$ cat config.mk
export PLATFORM = sky130hd
export DESIGN_NAME = disparity_wta_selector
export DESIGN_NICKNAME = d
export VERILOG_FILES = /design/src/rtl/disparity_wta_selector.sv
export SDC_FILE = /design/constraint.sdc
export NUM_CORES = 1
export LEC_CHECK = 0
export BUFFER_PORTS_ARGS = -buffer_cell sky130_fd_sc_hd__buf_2
export CAP_MARGIN = 10
export CORE_ASPECT_RATIO = 0.75
export CORE_MARGIN = 2
export CORE_UTILIZATION = 49
export CTS_CLUSTER_SIZE = 14
export DETAILED_ROUTE_END_ITERATION = 10
export PLACE_DENSITY = 0.79
export SLEW_MARGIN = 10
export SYNTH_ARGS = -nofsm -noshare
export SYNTH_HDL_FRONTEND = slang
export SYNTH_SLANG_ARGS = --single-unit
$ cat constraint.sdc
create_clock -name clk_in -period 8.5 [get_ports clk_in]
set_input_delay 2.125 -clock clk_in [delete_from_list [all_inputs] [get_ports clk_in]]
set_output_delay 2.125 -clock clk_in [all_outputs]
set_load 0.005 [all_outputs]
$ cat src/rtl/disparity_wta_selector.sv
// rtl/disparity_wta_selector.sv - winner-take-all disparity selector after the SSD cost engine
module disparity_wta_selector #(
  parameter int MAX_DISP    = 64,
  parameter int COST_WIDTH  = 20,
  parameter int COST_THRESH = 20000,
  parameter int MIN_MARGIN  = 512
) (
  input  logic                        clk_in,
  input  logic                        rst_n_in,
  input  logic [COST_WIDTH-1:0]       cost_in,
  input  logic                        valid_in,
  input  logic                        first_in,
  input  logic                        clear_err_in,
  output logic                        valid_out,
  output logic [$clog2(MAX_DISP)-1:0] disp_out,
  output logic [COST_WIDTH-1:0]       cost_out,
  output logic                        confident_out,
  output logic                        error_out
);

  localparam int DW = $clog2(MAX_DISP);
  localparam int CW = DW + 1;
  localparam logic [COST_WIDTH-1:0] THRESH_C = COST_WIDTH'(COST_THRESH);
  localparam logic [COST_WIDTH:0]   MARGIN_C = (COST_WIDTH+1)'(MIN_MARGIN);
  localparam logic [CW-1:0]         LAST_C   = CW'(MAX_DISP - 1);

  typedef enum logic {IDLE = 1'b0, ACCUM = 1'b1} state_t;

  state_t                state, state_nxt;
  logic [COST_WIDTH-1:0] best, second;
  logic [DW-1:0]         best_idx;
  logic [CW-1:0]         cnt;

  logic                  load_first, load_beat, finish, err_set;
  logic [COST_WIDTH-1:0] best_nxt, second_nxt;
  logic [DW-1:0]         idx_nxt;
  logic [COST_WIDTH:0]   margin;
  logic                  confident_nxt;

  always_ff @(posedge clk_in or negedge rst_n_in) begin
    if (!rst_n_in) state <= IDLE;
    else           state <= state_nxt;
  end

  always_comb begin
    state_nxt = state;
    case (state)
      IDLE:    if (valid_in && first_in) state_nxt = ACCUM;
      ACCUM:   if (valid_in && !first_in && cnt == LAST_C) state_nxt = IDLE;
      default: state_nxt = IDLE;
    endcase
  end

  // A first_in beat always (re)starts a pixel; in ACCUM it also flags the aborted one.
  always_comb begin
    load_first = valid_in && first_in;
    load_beat  = (state == ACCUM) && valid_in && !first_in;
    finish     = load_beat && (cnt == LAST_C);
    err_set    = valid_in && ((state == IDLE) ? !first_in : first_in);
  end

  // Strict less-than keeps the lowest disparity on ties.
  always_comb begin
    best_nxt   = best;
    second_nxt = second;
    idx_nxt    = best_idx;
    if (cost_in < best) begin
      best_nxt   = cost_in;
      second_nxt = best;
      idx_nxt    = cnt[DW-1:0];
    end else if (cost_in < second) begin
      second_nxt = cost_in;
    end
    margin        = {1'b0, second_nxt} - {1'b0, best_nxt};
    confident_nxt = (best_nxt <= THRESH_C) && (margin >= MARGIN_C);
  end

  always_ff @(posedge clk_in or negedge rst_n_in) begin
    if (!rst_n_in) begin
      best     <= '0;
      second   <= '0;
      best_idx <= '0;
      cnt      <= '0;
    end else if (load_first) begin
      best     <= cost_in;
      second   <= '1;
      best_idx <= '0;
      cnt      <= CW'(1);
    end else if (load_beat) begin
      best     <= best_nxt;
      second   <= second_nxt;
      best_idx <= idx_nxt;
      cnt      <= cnt + CW'(1);
    end
  end

  always_ff @(posedge clk_in or negedge rst_n_in) begin
    if (!rst_n_in) begin
      valid_out     <= 1'b0;
      disp_out      <= '0;
      cost_out      <= '0;
      confident_out <= 1'b0;
    end else begin
      valid_out <= finish;
      if (finish) begin
        disp_out      <= idx_nxt;
        cost_out      <= best_nxt;
        confident_out <= confident_nxt;
      end
    end
  end

  always_ff @(posedge clk_in or negedge rst_n_in) begin
    if (!rst_n_in)         error_out <= 1'b0;
    else if (err_set)      error_out <= 1'b1;
    else if (clear_err_in) error_out <= 1'b0;
  end

endmodule

# --- Yosys cells after proc, flatten, opt, wreduce, memory -nomap -nowiden ---
# Cells that the tools add are included.
totals:
  register_bits: 83
  latchBits: 0
  ram_bits: 0
  romBits: 0
  memories: 0
classes:
  add_sub_neg: 2
  mul: 0
  n_div: 0
  magnitude_cmp: 4
  n_eq_ne: 1
  shifts: 0
  n_mux: 18
  bitwise_logic: 1
  n_reduce_logical: 11
op_table:
  columns: ["op", "n"]
  rows:
  - ["$mux 20", 7]
  - ["$lt 20x20->1", 2]
  - ["$ge 21x10->1 const B", 1]
  - ["$sub 20x20->21", 1]
  - ["$le 20x15->1 const B", 1]
  - ["$mux 6", 3]
  - ["$mux 7", 2]
  - ["$logic_and 1x1->1", 8]
  - ["$add 7x1->7 const B", 1]
  - ["$eq 7x6->1 const B", 1]
  - ["$mux 1", 5]
  - ["$reduce_bool 2->1", 2]
  - ["$pmux 1 s2", 1]
  - ["$logic_not 1->1", 1]
  - ["$not 1->1", 1]

# --- Logic depth before layout (Yosys ltp) ---
depth:
  ltp_word: 6
  mapped_depth: 23
  mapped_depth_nobuf: 19

# --- Worst setup path before layout ---
# Ideal clock, no wire load.
synth_path:
  path_kind: "input -> register"
  start: "in cost_in[17]"
  end: "reg confident_out"
  arrival_ns: 6.205
  required_time_ns: 8.367
  slack_ns: 2.162
  cell_stages: 22
  n_path_buf: 4
  cell_sequence: "ha_1 > a21o_1 > a21o_1 > a21oi_1 > nand2_1 > a311oi_2 > or2_2 > buf_2 > buf_4 > buf_4 > buf_2 > nand2_1 > o21ai_1 > ha_1 > o21a_1 > o21a_1 > and3_1 > a221oi_1 > a21oi_1 > or4_1 > nand2_1 > a31oi_1"
synth_via:
  elab_chain_cells: 6
  elab_cells_between_ends: 9
  classes_between: "add/sub (1); order compare (4); mux (3); reduce/logical (1)"
synth_lines:
  columns: ["item", "line", "rtl"]
  rows:
  - ["from (decl)", "10", "input logic [COST_WIDTH-1:0] cost_in,"]
  - ["$lt 20x20->1", "71", "end else if (cost_in < second) begin"]
  - ["$mux 20", "71", null]
  - ["$mux 20", "67", "if (cost_in < best) begin"]
  - ["$sub 20x20->21", "74", "margin = {1'b0, second_nxt} - {1'b0, best_nxt};"]
  - ["$ge 21x10->1", "75", "confident_nxt = (best_nxt <= THRESH_C) && (margin >= MARGIN_C);"]
  - ["$logic_and 1x1->1 (*)", "75", null]
  - ["to (signal assigned)", "108", "confident_out <= confident_nxt;"]
  - ["to (decl)", "17", "output logic confident_out,"]
# Every way passes the cells marked *; elsewhere a longest branch is shown, timed or not.
# A chain may end at the register's enable or synchronous reset.

# --- Worst setup path after layout ---
# Ends and elaborated chain as after synthesis.

==> results.txt <==
The fmax was 138 MHz; the number of standard cells after synthesis was 675. After synthesis, the largest area contributor takes up 35.1% of total cell area. The filler cells instantiated in the layout total 1,044. Between clock sinks in the finished design, the worst skew comes to 0.0105 ns. The maximum count of clock buffers along a single path is 2. The total power per unit cell area was 310 nW/um2. The run gives 3.30 nW as the leakage power summed over all cells. After the flow finishes, the layout carries non-filler instances totaling 879. Across every metal layer, demand over resource in global routing totals 26.7%.

The path category of the worst min-delay check was reg2reg. The class of the most critical setup path is in2reg. Hold repair after CTS inserted 0 buffers.

After global routing the overflow that remains totals 0. The data required time of the critical path came out at 8.73 ns. The logs give 84 for the pin count of the biggest net entering global routing and 0 for the final antenna diode count. The tools report the number of antenna violations at the first check in global routing as 0. The switching power as a share of total power was 44.1%. 54 I/O pins were placed. The fraction of final layout cells sized beyond drive strength 1 is 15.9%.

After clock tree synthesis, the setup repair step added 0 buffers. Setup repair after global routing left no endpoint under its margin. The die extent in x was 131 um.

Across the VDD grid, the largest voltage drop is 197 uV. In the synthesized netlist the dominant register cell turns out to be sky130_fd_sc_hd__dfrtp_1. The tools report the worst endpoint data arrival time as 7.50 ns. In this run, synthesis produced a sequential element count of 83.

The detailed-route vias per instance works out to 6.41. For this run, design rule violations remaining after detail routing come to 0. Averaged over all synthesized cells, the footprint is 8.78 um2.

For this run, the number of Yosys warnings is 0. For this configuration, the core starts out at a cell density of 50.7%. The number of global-route vias before repair is 5,418. By area the synthesized netlist is led by sky130_fd_sc_hd__dfrtp_1, sky130_fd_sc_hd__ha_1, sky130_fd_sc_hd__o21ai_0.

Registers take 2080 um2. The logs give 796 for the number of nets in the final layout and 0 for the number of gates resized after cts. TritonCTS built the clock tree. The logs give 0 for the number of max-cap violations and 6 for the count of TritonRoute iterations in the first routing pass.

The clock period minus worst slack works out to 7.26 ns. Summed over all failing endpoints, the final setup total negative slack is 0 ns. The endpoint class of the critical path was a flop.

The mapped netlist covers 5930 um2. The power share of the combinational group was 53.8%; the net load switching power was 0.911 mW. The first-pass GRT wire length is 27,400 um. The tools report the final-report hold violation count as 0.

The logs give 35.1% for the share of the yosys chip area belonging to registers and 9 for the number of buffers inserted during clock tree synthesis. Of all nets on the critical path, the largest fanout is 34. The logs give 21.4% for the clock network fraction of design power and 2.07 mW for the final total power. The region available for standard cell placement spans 11,700 um2. The tools report the footprint of the multi-input gates as 3510 um2. At the end of routability-driven placement, the weighted congestion stood at 1.02. Net count after synthesis: 759.

In this run, flip-flops and latches consume 24.8% of the power. The height of the chip works out to 99.2 um. The clock latency on the worst-skew pair was 0.35 ns. Counting every sink on the clock net gives 83.

The depth of the CTS H-tree came out at 3. Cells fill 57.0% of the core in the end. The run gives 50 as the number of distinct library cell variants in the gate-level netlist after synthesis. The tools report the number of placed instances, taps included as 863. The share of the cycle needed by the critical path after routing was 85.5%. Once detail routing completed, the nets flagged for antenna violations numbered 0. Initial DRC count: 643. The max-slew violation count was 0. The tools report the internal cell power as 1.15 mW. The tools report the overall routed net length as 16,700 um. The number of flops mapped to enable cells by yosys is 0. The flow ran to the end, and the final reports show no timing, DRC or antenna violations. For the pin with the worst max-slew slack, the measured transition is 1.14 ns. The clock transition at the register clock pins on the worst setup and hold paths after CTS works out to 0.07 ns.

The tree is rooted in a sky130_fd_sc_hd__clkbuf_16. The via total after detailed routing was 5,637; the area of the die was 13,000 um2. The async set or reset register ratio after synthesis is 100%, and the wire length per cell after detailed routing is 19.0 um. From synthesis to final layout, the design area changed by 12.4%. Measured against its own limit, the worst slew margin works out to 24.0%.

sky130_fd_sc_hd__dfrtp_1 takes more of the synthesized area than any other cell. The initialized floorplan defines 34 standard-cell rows. The worst setup path is launched from an input port. Count of input and output buffers: 53. The wire-length estimate of the detail-placed layout is 12,000 um.

Setup violations remaining at the end of the flow were counted as 0.
==> flip-flops by register name, summed over array words and instances (netlist names) <==
name and count:
cnt 7, error_out 1, state 1, cost_out 20, second 20, best 20, disp_out 6, confident_out 1
best_idx 6, valid_out 1
==> per-layer routing <==
layer	vias up	wire, um	share of wire (%)	GRT usage (%)
li1	2567	-	-	-
met1	2698	7160	43	37.4
met2	318	7420	45	39.8
met3	54	1560	9.3	5.86
met4	0	532	3.2	11.2
met5	-	0	0	0
==> cells in the mapped netlist (3+ instances only) <==
master,n
sky130_fd_sc_hd__nand3_1,13
sky130_fd_sc_hd__a21o_1,18
sky130_fd_sc_hd__and2_1,3
sky130_fd_sc_hd__xnor2_1,3
sky130_fd_sc_hd__nand2b_1,9
sky130_fd_sc_hd__or3_1,5
sky130_fd_sc_hd__o211ai_1,8
sky130_fd_sc_hd__nor4_1,9
sky130_fd_sc_hd__buf_2,9
sky130_fd_sc_hd__o22ai_1,4
sky130_fd_sc_hd__a221oi_1,3
sky130_fd_sc_hd__o21a_1,5
sky130_fd_sc_hd__nor2_1,25
sky130_fd_sc_hd__o32ai_1,17
sky130_fd_sc_hd__or4_1,4
sky130_fd_sc_hd__mux2i_1,23
sky130_fd_sc_hd__nand2_1,66
sky130_fd_sc_hd__clkbuf_1,26
sky130_fd_sc_hd__a211oi_1,8
sky130_fd_sc_hd__a31oi_1,27
sky130_fd_sc_hd__inv_1,50
sky130_fd_sc_hd__o21ai_0,60
sky130_fd_sc_hd__nor3_1,26
sky130_fd_sc_hd__or2_2,3
sky130_fd_sc_hd__ha_1,59
sky130_fd_sc_hd__mux2_2,23
sky130_fd_sc_hd__a21oi_1,41
sky130_fd_sc_hd__nand4_1,10
sky130_fd_sc_hd__o31ai_1,6
sky130_fd_sc_hd__nor2b_1,4
sky130_fd_sc_hd__dfrtp_1,83
==> per-stage QoR <==
| stage | worst slack [ns] | instance area, um2 | hold slack [ns] |
|---|---|---|---|
| after floorplan | 2.16 | 5930 | 0.469 |
| after global placement | 1.34 | 6320 | 0.459 |
| after detailed placement | 1.08 | 6320 | 0.470 |
| after CTS | 1.45 | 6660 | 0.485 |
| after global routing | 1.00 | 6660 | 0.509 |
| final | 1.24 | 6660 | 0.480 |
==> worst max-delay path: stages <==
cell and delay (ns):
sky130_fd_sc_hd__buf_2 0.15, sky130_fd_sc_hd__ha_1 0.32, sky130_fd_sc_hd__a21o_1 0.16, sky130_fd_sc_hd__a21o_1 0.17
sky130_fd_sc_hd__a21oi_1 0.20, sky130_fd_sc_hd__nand2_1 0.18, sky130_fd_sc_hd__a311oi_2 0.28, sky130_fd_sc_hd__buf_4 0.34
sky130_fd_sc_hd__or2_2 0.62, sky130_fd_sc_hd__a21oi_1 0.25, sky130_fd_sc_hd__ha_1 0.33, sky130_fd_sc_hd__nor2b_1 0.13
sky130_fd_sc_hd__o31ai_1 0.43, sky130_fd_sc_hd__a21oi_1 0.29, sky130_fd_sc_hd__a221oi_1 0.56, sky130_fd_sc_hd__a21oi_1 0.25
sky130_fd_sc_hd__or4_1 0.51, sky130_fd_sc_hd__nand2_1 0.10, sky130_fd_sc_hd__a31oi_1 0.08
==> path summary, 6_finish.rpt <==
path	start	to	slack, ns	cells past startpoint
min	cost_out[9]$_DFFE_PN0P_	cost_out[9]$_DFFE_PN0P_	0.48	2
max reg2reg	best[17]$_DFFE_PN0P_	confident_out$_DFFE_PN0P_	2.68	19
min reg2reg	cost_out[9]$_DFFE_PN0P_	cost_out[9]$_DFFE_PN0P_	0.48	2
max in group asynchronous	rst_n_in	cost_out[0]$_DFFE_PN0P_	5.82	1
max	cost_in[17]	confident_out$_DFFE_PN0P_	1.24	19
min in group asynchronous	rst_n_in	cost_out[17]$_DFFE_PN0P_	1.93	1
==> cell families after synthesis <==
logic type / count (synthesis) / share of synthesized area [%]
AO/OA/AOI/OAI: 211 / 22.7
multiplexers: 46 / 8.26
AND/OR/NAND/NOR: 183 / 14.9
XOR/XNOR: 5 / 0.739
buffers and inverters: 88 / 5.98
adder cells (fa/ha/maj): 59 / 12.5
flip-flops: 83 / 35.1
==> cells in the final DEF, fill, tap and decap left out, drive strengths merged, types with 4 or more instances in the layout <==
master	count
a211oi	8
a21o	18
a21oi	41
a31oi	27
and2	5
buf	63
clkbuf	11
dfrtp	83
ha	59
inv	50
mux2	23
mux2i	23
nand2	66
nand2b	9
nand3	13
nand4	10
nor2	25
nor2b	4
nor3	26
nor4	9
o211ai	8
o21a	5
o21ai	62
o22ai	4
o31ai	6
o32ai	17
or3	5
or4	4
==> power by group through the flow <==
stage          combinational (mW)  clock, mW  sequential [mW]
5_1_grt                      1.22      0.464            0.518
2_1_floorplan               0.813          0            0.495
6_report                     1.11      0.442            0.512
4_1_cts                      1.08      0.446            0.510
3_5_place_dp                 1.07          0            0.515
3_3_place_gp                 1.02          0            0.512
==> area by class of cell <==
cell class | instances | share of cell area, %
timing repair buffer | 63 | 5.15
inverter | 51 | 2.95
tap | 162 | 3.04
sequential | 83 | 31.2
multi-input combinational | 504 | 52.6
clock buffer | 11 | 3.79
clock inverter | 5 | 1.28
(Power assumes the default switching activity.)
